===== config.mk =====
export PLATFORM = sky130hd
export DESIGN_NAME = rv_div_unit
export DESIGN_NICKNAME = d
export VERILOG_FILES = /design/src/rtl/rv_div_unit.sv
export SDC_FILE = /design/constraint.sdc
export NUM_CORES = 1
export LEC_CHECK = 0
export ABC_AREA = 1
export ABC_CLOCK_PERIOD_IN_PS = 4100
export CORE_ASPECT_RATIO = 0.8
export CORE_MARGIN = 8
export CORE_UTILIZATION = 62
export CTS_BUF_LIST = sky130_fd_sc_hd__clkbuf_8 sky130_fd_sc_hd__clkbuf_16
export DETAILED_ROUTE_END_ITERATION = 8
export DONT_BUFFER_PORTS = 1
export GPL_TIMING_DRIVEN = 0
export PLACE_DENSITY = 0.8
export SETUP_SLACK_MARGIN = 0.4
export SLEW_MARGIN = 20
export SYNTH_ARGS = -nofsm -noshare
export SYNTH_HDL_FRONTEND = slang
export SYNTH_SLANG_ARGS = --single-unit

===== constraint.sdc =====
create_clock -name clk -period 4.1 [get_ports clk]
set_input_delay 1.23 -clock clk [delete_from_list [all_inputs] [get_ports clk]]
set_output_delay 1.23 -clock clk [all_outputs]
set_load 0.01 [all_outputs]

===== src/rtl/rv_div_unit.sv =====
// Multi-cycle RV32M divider (DIV/DIVU/REM/REMU), radix-2 restoring, one trial subtract per cycle.
// Optional macro DIV_EARLY_OUT_EN: finish in one cycle when |rs1| < |rs2|.
module rv_div_unit #(
    parameter int unsigned XLEN  = 32,
    parameter int unsigned CNT_W = 6
) (
    input  logic            clk,
    input  logic            rst_n,
    input  logic            start,
    input  logic [1:0]      op,
    input  logic [XLEN-1:0] rs1,
    input  logic [XLEN-1:0] rs2,
    input  logic            flush,
    output logic            busy,
    output logic            done,
    output logic [XLEN-1:0] result
);

    typedef enum logic [1:0] {IDLE, CALC, DONE} state_t;

    state_t          state, state_nx;
    logic            want_rem, neg_quo, neg_rem;
    logic [XLEN-1:0] rem_q, quo_q, dvsr_q;
    logic [CNT_W-1:0] cnt_q;

    logic            is_signed, div_zero, early, accept, last;
    logic [XLEN-1:0] abs1, abs2;
    logic [XLEN:0]   shifted;
    logic [XLEN-1:0] diff, rem_step, quo_step, quo_fin, rem_fin;
    logic            fits;

    always_comb begin
        is_signed = ~op[0];
        abs1      = (is_signed && rs1[XLEN-1]) ? -rs1 : rs1;
        abs2      = (is_signed && rs2[XLEN-1]) ? -rs2 : rs2;
        div_zero  = (rs2 == '0);
        accept    = (state == IDLE) && start && !flush;
        early     = 1'b0;
`ifdef DIV_EARLY_OUT_EN
        early     = !div_zero && (abs1 < abs2);
`endif
        // Low XLEN bits of the difference are exact even when shifted[XLEN] is set.
        shifted   = {rem_q, quo_q[XLEN-1]};
        fits      = (shifted >= {1'b0, dvsr_q});
        diff      = shifted[XLEN-1:0] - dvsr_q;
        rem_step  = fits ? diff : shifted[XLEN-1:0];
        quo_step  = {quo_q[XLEN-2:0], fits};
        quo_fin   = neg_quo ? -quo_step : quo_step;
        rem_fin   = neg_rem ? -rem_step : rem_step;
        last      = (cnt_q == CNT_W'(1));
    end

    always_ff @(posedge clk or negedge rst_n) begin
        if (!rst_n) state <= IDLE;
        else        state <= state_nx;
    end

    always_comb begin
        state_nx = state;
        unique case (state)
            IDLE: if (accept) state_nx = (div_zero || early) ? DONE : CALC;
            CALC: begin
                if (flush)     state_nx = IDLE;
                else if (last) state_nx = DONE;
            end
            DONE: state_nx = IDLE;
            default: state_nx = IDLE;
        endcase
    end

    always_comb begin
        busy = (state != IDLE);
        done = (state == DONE) && !flush;
    end

    always_ff @(posedge clk or negedge rst_n) begin
        if (!rst_n) begin
            want_rem <= 1'b0;
            neg_quo  <= 1'b0;
            neg_rem  <= 1'b0;
            rem_q    <= '0;
            quo_q    <= '0;
            dvsr_q   <= '0;
            cnt_q    <= '0;
            result   <= '0;
        end else if (accept) begin
            want_rem <= op[1];
            neg_quo  <= is_signed && (rs1[XLEN-1] ^ rs2[XLEN-1]);
            neg_rem  <= is_signed && rs1[XLEN-1];
            rem_q    <= '0;
            quo_q    <= abs1;
            dvsr_q   <= abs2;
            cnt_q    <= CNT_W'(XLEN);
            if (div_zero)   result <= op[1] ? rs1 : '1;
            else if (early) result <= op[1] ? rs1 : '0;
        end else if (state == CALC && !flush) begin
            rem_q <= rem_step;
            quo_q <= quo_step;
            cnt_q <= cnt_q - 1'b1;
            if (last) result <= want_rem ? rem_fin : quo_fin;
        end
    end

endmodule


# After elaboration in Yosys (flattened, before gate mapping)
# Index checks and enable logic that the tools add are counted.
[totals]
input_bits = 70
output_inout_bits = 34
register_bits = 139
word_cells = 61
[op_classes]
bitwise = 2
mux = 22
addsub = 6
n_reduce_logical = 15
magnitude_cmp = 1
eq_ne = 6
[ops]
columns = ["op", "n"]
rows = [
  ["$mux W32", 15],
  ["$neg A32 Y32", 4],
  ["$ge A33 B32 Y1", 1],
  ["$logic_not A32 Y1", 1],
  ["$sub A32 B32 Y32", 1],
  ["$mux W6", 2],
  ["$mux W2", 4],
  ["$logic_and A1 B1 Y1", 7],
  ["$eq A6 B1 Y1 const B", 1],
  ["$reduce_bool A2 Y1", 3],
  ["$sub A6 B1 Y6 const B", 1],
  ["$ne A2 B2 Y1 const B", 2],
  ["$pmux W2 S2", 1],
  ["$ne A3 B3 Y1 const B", 1],
  ["$reduce_and A3 Y1", 1],
  ["$eq A2 B1 Y1 const B", 1],
  ["$eq A2 B2 Y1 const B", 1],
  ["$logic_not A2 Y1", 1],
  ["$reduce_and A2 Y1", 1],
  ["$logic_not A1 Y1", 1],
  ["$not A1 Y1", 1],
  ["$xor A1 B1 Y1", 1],
]

# Logic depth before layout (Yosys ltp)
[logic_depth]
depth_word = 8
mapped_depth = 31
ltp_nobuf = 29

# Worst setup path before layout
# OpenSTA, ideal clock, no wires.
[synth_path]
kind = "reg-to-reg"
from = "reg rem_q[7]"
to = "reg result[30]"
t_arrival_ns = 3.568
t_required_ns = 3.984
setup_slack_ns = 0.415
period_less_slack_ns = 3.685
setup_time_ns = 0.116
stages_incl_launch_ff = 31
n_path_buf = 2
path_cell_list = "dfrtp_1 -> ha_1 -> nand2_2 -> inv_2 -> nand2_1 -> nand2_1 -> inv_2 -> nand3_2 -> nand2_2 -> nand2_2 -> nand2_4 -> nand2_8 -> buf_12 -> inv_4 -> buf_6 -> ha_1 -> inv_1 -> nor3_1 -> nand3_1 -> nor4_1 -> nand2_1 -> nor2_1 -> nand3_1 -> nor2_1 -> nor2_1 -> a21oi_1 -> xor2_1 -> o21ai_0 -> nand2_1 -> nand2_1 -> nand2_1"
[synth_via]
elab_chain_len = 8
elab_cells_between_ends = 11
classes_between = "3 x add/sub; 1 x order compare; 7 x mux"
[synth_rtl]
columns = ["element", "line", "source"]
rows = [
  ["from (decl)", "23", "logic [XLEN-1:0] rem_q, quo_q, dvsr_q;"],
  ["from (signal assigned)", "97", "rem_q <= rem_step;"],
  ["$sub A32 B32 Y32 or $ge A33 B32 Y1 (tied branches)", "45, 44", ""],
  ["$mux W32", "46", "rem_step = fits ? diff : shifted[XLEN-1:0];"],
  ["$neg A32 Y32", "49", "rem_fin = neg_rem ? -rem_step : rem_step;"],
  ["$mux W32", "49", ""],
  ["$mux W32 (*) (2 in series)", "100", "if (last) result <= want_rem ? rem_fin : quo_fin;"],
  ["$mux W32 (*)", "96", "end else if (state == CALC && !flush) begin"],
  ["$mux W32 (*)", "86", "end else if (accept) begin"],
  ["to (signal assigned)", "94", "if (div_zero) result <= op[1] ? rs1 : '1;"],
  ["to (signal assigned)", "95", "else if (early) result <= op[1] ? rs1 : '0;"],
  ["to (signal assigned)", "100", ""],
  ["to (decl)", "16", "output logic [XLEN-1:0] result"],
]
# Mark *: on every way between the ends. The rest lies on a longest branch, timed or not. The select of a mux whose other input is x is not followed.
# A chain may end at the register's enable or synchronous reset.

# Worst setup path after layout
[layout_path]
from = "reg rem_q[2]"
to = "reg result[26]"
# Same word-level chain as after synthesis.

==> impl_metrics.tcl <==
set metrics [dict create \
    drive_gt1_share_pct 15.0 \
    cp-end-kind "flop" \
    ys_async_sr_fraction_pct 100 \
    slew_violations 0 \
    hp-class "in -> async" \
    clockRootBuffer "clkbuf_16" \
    yosysWarnings 0 \
    antenna_left 0 \
    final_cell_mix "592 x nand2_1, 249 x inv_1, 154 x nor2_1, 152 x o21ai_0, 135 x nand3_1" \
    top_layer "met4" \
    max-cap-violations 0 \
    synth_edf_count 0 \
    worstPathMaxFanout 4 \
    seq_area_frac_synth_pct 28.1 \
    tightest_slew_ns 1.08 \
    synth_seq_cells 139 \
    grt_first_pass_wirelength_microns 68900 \
    crit_path_top_delay_cell "dfrtp_1" \
    grt_max_degree 140 \
    initial_utilization_pct 62.8 \
    cts.clk_slew.worst_paths_ns 0.08 \
    maxSlewHeadroom_pct 28.0 \
    p_leak_nw 7.27 \
    ir_worst_vdd_v 0.000695 \
    hpwl_microns 33500 \
    required_ns 4.43 \
    via_per_inst 6.03 \
    clk-insertion-delay-late_ns 0.44 \
    holdBufCountCts 0 \
    met3_length_microns 7200 \
    syn_nets 2105 \
    die_x_microns 174 \
    ys.flop_type "dfrtp_1" \
    rsz0062_at_grt "true" \
    diodes 0 \
    final_common_cell "nand2_1" \
    setup_tns_ns 0 \
    grt_pass1_vias 13163 \
    setup_viol 0 \
    ys_types 50 \
    antenna_found_initial 0 \
    status "complete, no violations" \
    drt_iter0_markers 2019 \
    wire_per_inst_microns 19.6 \
    h-tree-depth 4 \
    postSynthAreaPerCell_sq_um 6.21 \
    path_class "reg -> reg" \
    vias 14125 \
    utilization_pct 73.0 \
    fp.coreArea_sq_um 19700 \
    firstDrtPassIters 9 \
    std_cell_rows 46 \
    crit_arrival_ns 4.29 \
    cp_slowest_stage_delay_ns 0.49 \
    hold_violations 0 \
    fin_worst_skew_ns 0.0195 \
    power_density_nw_per_um2 982 \
    die_h_microns 142 \
    gp_congestion 1.07 \
    cts_tree "done" \
    critPathLaunchType "flop" \
    grtUsageTotal_pct 35.2 \
    synthCells 1996 \
    drt-met1-wl_microns 18300 \
    fin_crit_ns 3.97 \
    pre_cts_slack_ns -0.726 \
    clockBufferDepth 2 \
    drc 0 \
    gr-total-overflow 0 \
    clock-sinks 139 \
    numPortBuffers 0 \
    wl_met2_microns 18800 \
    syn_area_sq_um 12400 \
    finalWorstSetupSlack_ns 0.132 \
    hold_ws_ns 0.497 \
    ios 104 \
    fmax_mhz 252 \
    cts_made_buffers 17 \
    dieArea_sq_um 24800 \
    finalWirelength_microns 45800 \
    nNetsFinal 2174 \
    fin_crit_sh_pct 96.8 \
    synthToLayoutAreaGrowth_pct 16.2 \
]
[layer usage]
metal / vias to the layer above / GRT usage (%)
li1: 6534 / -
met3: 152 / 14.9
met4: 0 / 13.3
met1: 6445 / 46.8
met2: 994 / 49.9
met5: - / 0
[state kept, by name, indices dropped and copies added (netlist names)]
signal / count
cnt_q: 6
dvsr_q: 32
neg_quo: 1
neg_rem: 1
quo_q: 32
rem_q: 32
result: 32
state: 2
want_rem: 1
[worst max-delay path: cells and delay by family, from the launching register on]
kind	cells	cell delay, ns
buffers and inverters	7	0.61
xor gates and xnor gates	1	0.16
AOI/OAI and AO/OA	2	0.19
and+or+nand+nor	19	1.98
DFF	1	0.49
adders and majority gates	2	0.40
[repair_timing]
action | 4_1_cts | 5_1_grt
endpoints found under the hold margin | 0 | 0
buffers inserted | 24 | 26
endpoints found under the setup margin | 11 | 33
resized for setup | 88 | 85
pin swaps | 20 | 36
gates cloned | 0 | 0
[through the flow]
stage	cells	cell area (sq um)	total power, mW
6_report	2342	14400	14.2
3_5_place_dp	2260	12700	10.7
4_1_cts	2316	14000	13.1
5_1_grt	2342	14400	15.2
3_3_place_gp	2260	12700	10.6
2_1_floorplan	1996	12400	8.63
[cells by family after synthesis]
kind of cell               Yosys count  share of synthesized area (%)
xor gates and xnor gates            74                           5.23
DFF                                139                           28.1
AOI/OAI and AO/OA                  312                           13.9
and+or+nand+nor                   1074                           37.2
adders and majority gates           39                           4.00
buffers and inverters              358                           11.5
[path summary, 6_finish.rpt]
path                            startpoint    endpoint  slack (ns)  depth (start not counted)
worst max-delay path              rem_q[2]  result[26]        0.13                         31
worst min-delay path                 rst_n  result[14]        0.50                          0
worst max register to register    rem_q[2]  result[26]        0.13                         31
worst min register to register    cnt_q[3]    cnt_q[3]        0.52                          1
max in group asynchronous            rst_n   dvsr_q[5]        3.36                          0
min in group clk                  cnt_q[3]    cnt_q[3]        0.52                          1
[power breakdown]
part	switching, mW	internal [mW]	total (mW)
sequential	0.678	1.93	2.61
clock	0.736	0.891	1.63
combinational	6.50	3.41	9.92
[synthesized netlist by cell type (7+ instances only)]
master	number	share of area, %
nand2_1	629	19
inv_1	282	8.5
nor2_1	169	5.1
o21ai_0	160	6.5
dfrtp_1	139	28
nand3_1	137	5.5
a21oi_1	72	2.9
xor2_1	62	4.4
clkbuf_1	45	1.4
ha_1	38	3.8
nor3_1	32	1.3
nand2_2	26	1.3
nand4_1	24	1.2
o211ai_1	24	1.5
o22ai_1	18	0.91
nor2_2	16	0.81
xnor2_1	12	0.85
o21ai_1	10	0.40
nor4_1	7	0.35
[cell type report]
type | count | area (sq um)
Clock buffer | 18 | 439
Multi-Input combinational cell | 1499 | 8150
Inverter | 294 | 1130
Buffer | 64 | 330
Sequential cell | 139 | 3490
Tap cell | 264 | 330
Timing Repair Buffer | 50 | 375
Clock inverter | 14 | 164
Fill cell | 1637 | 5340
No activity file was read; power rests on OpenSTA's default activity.
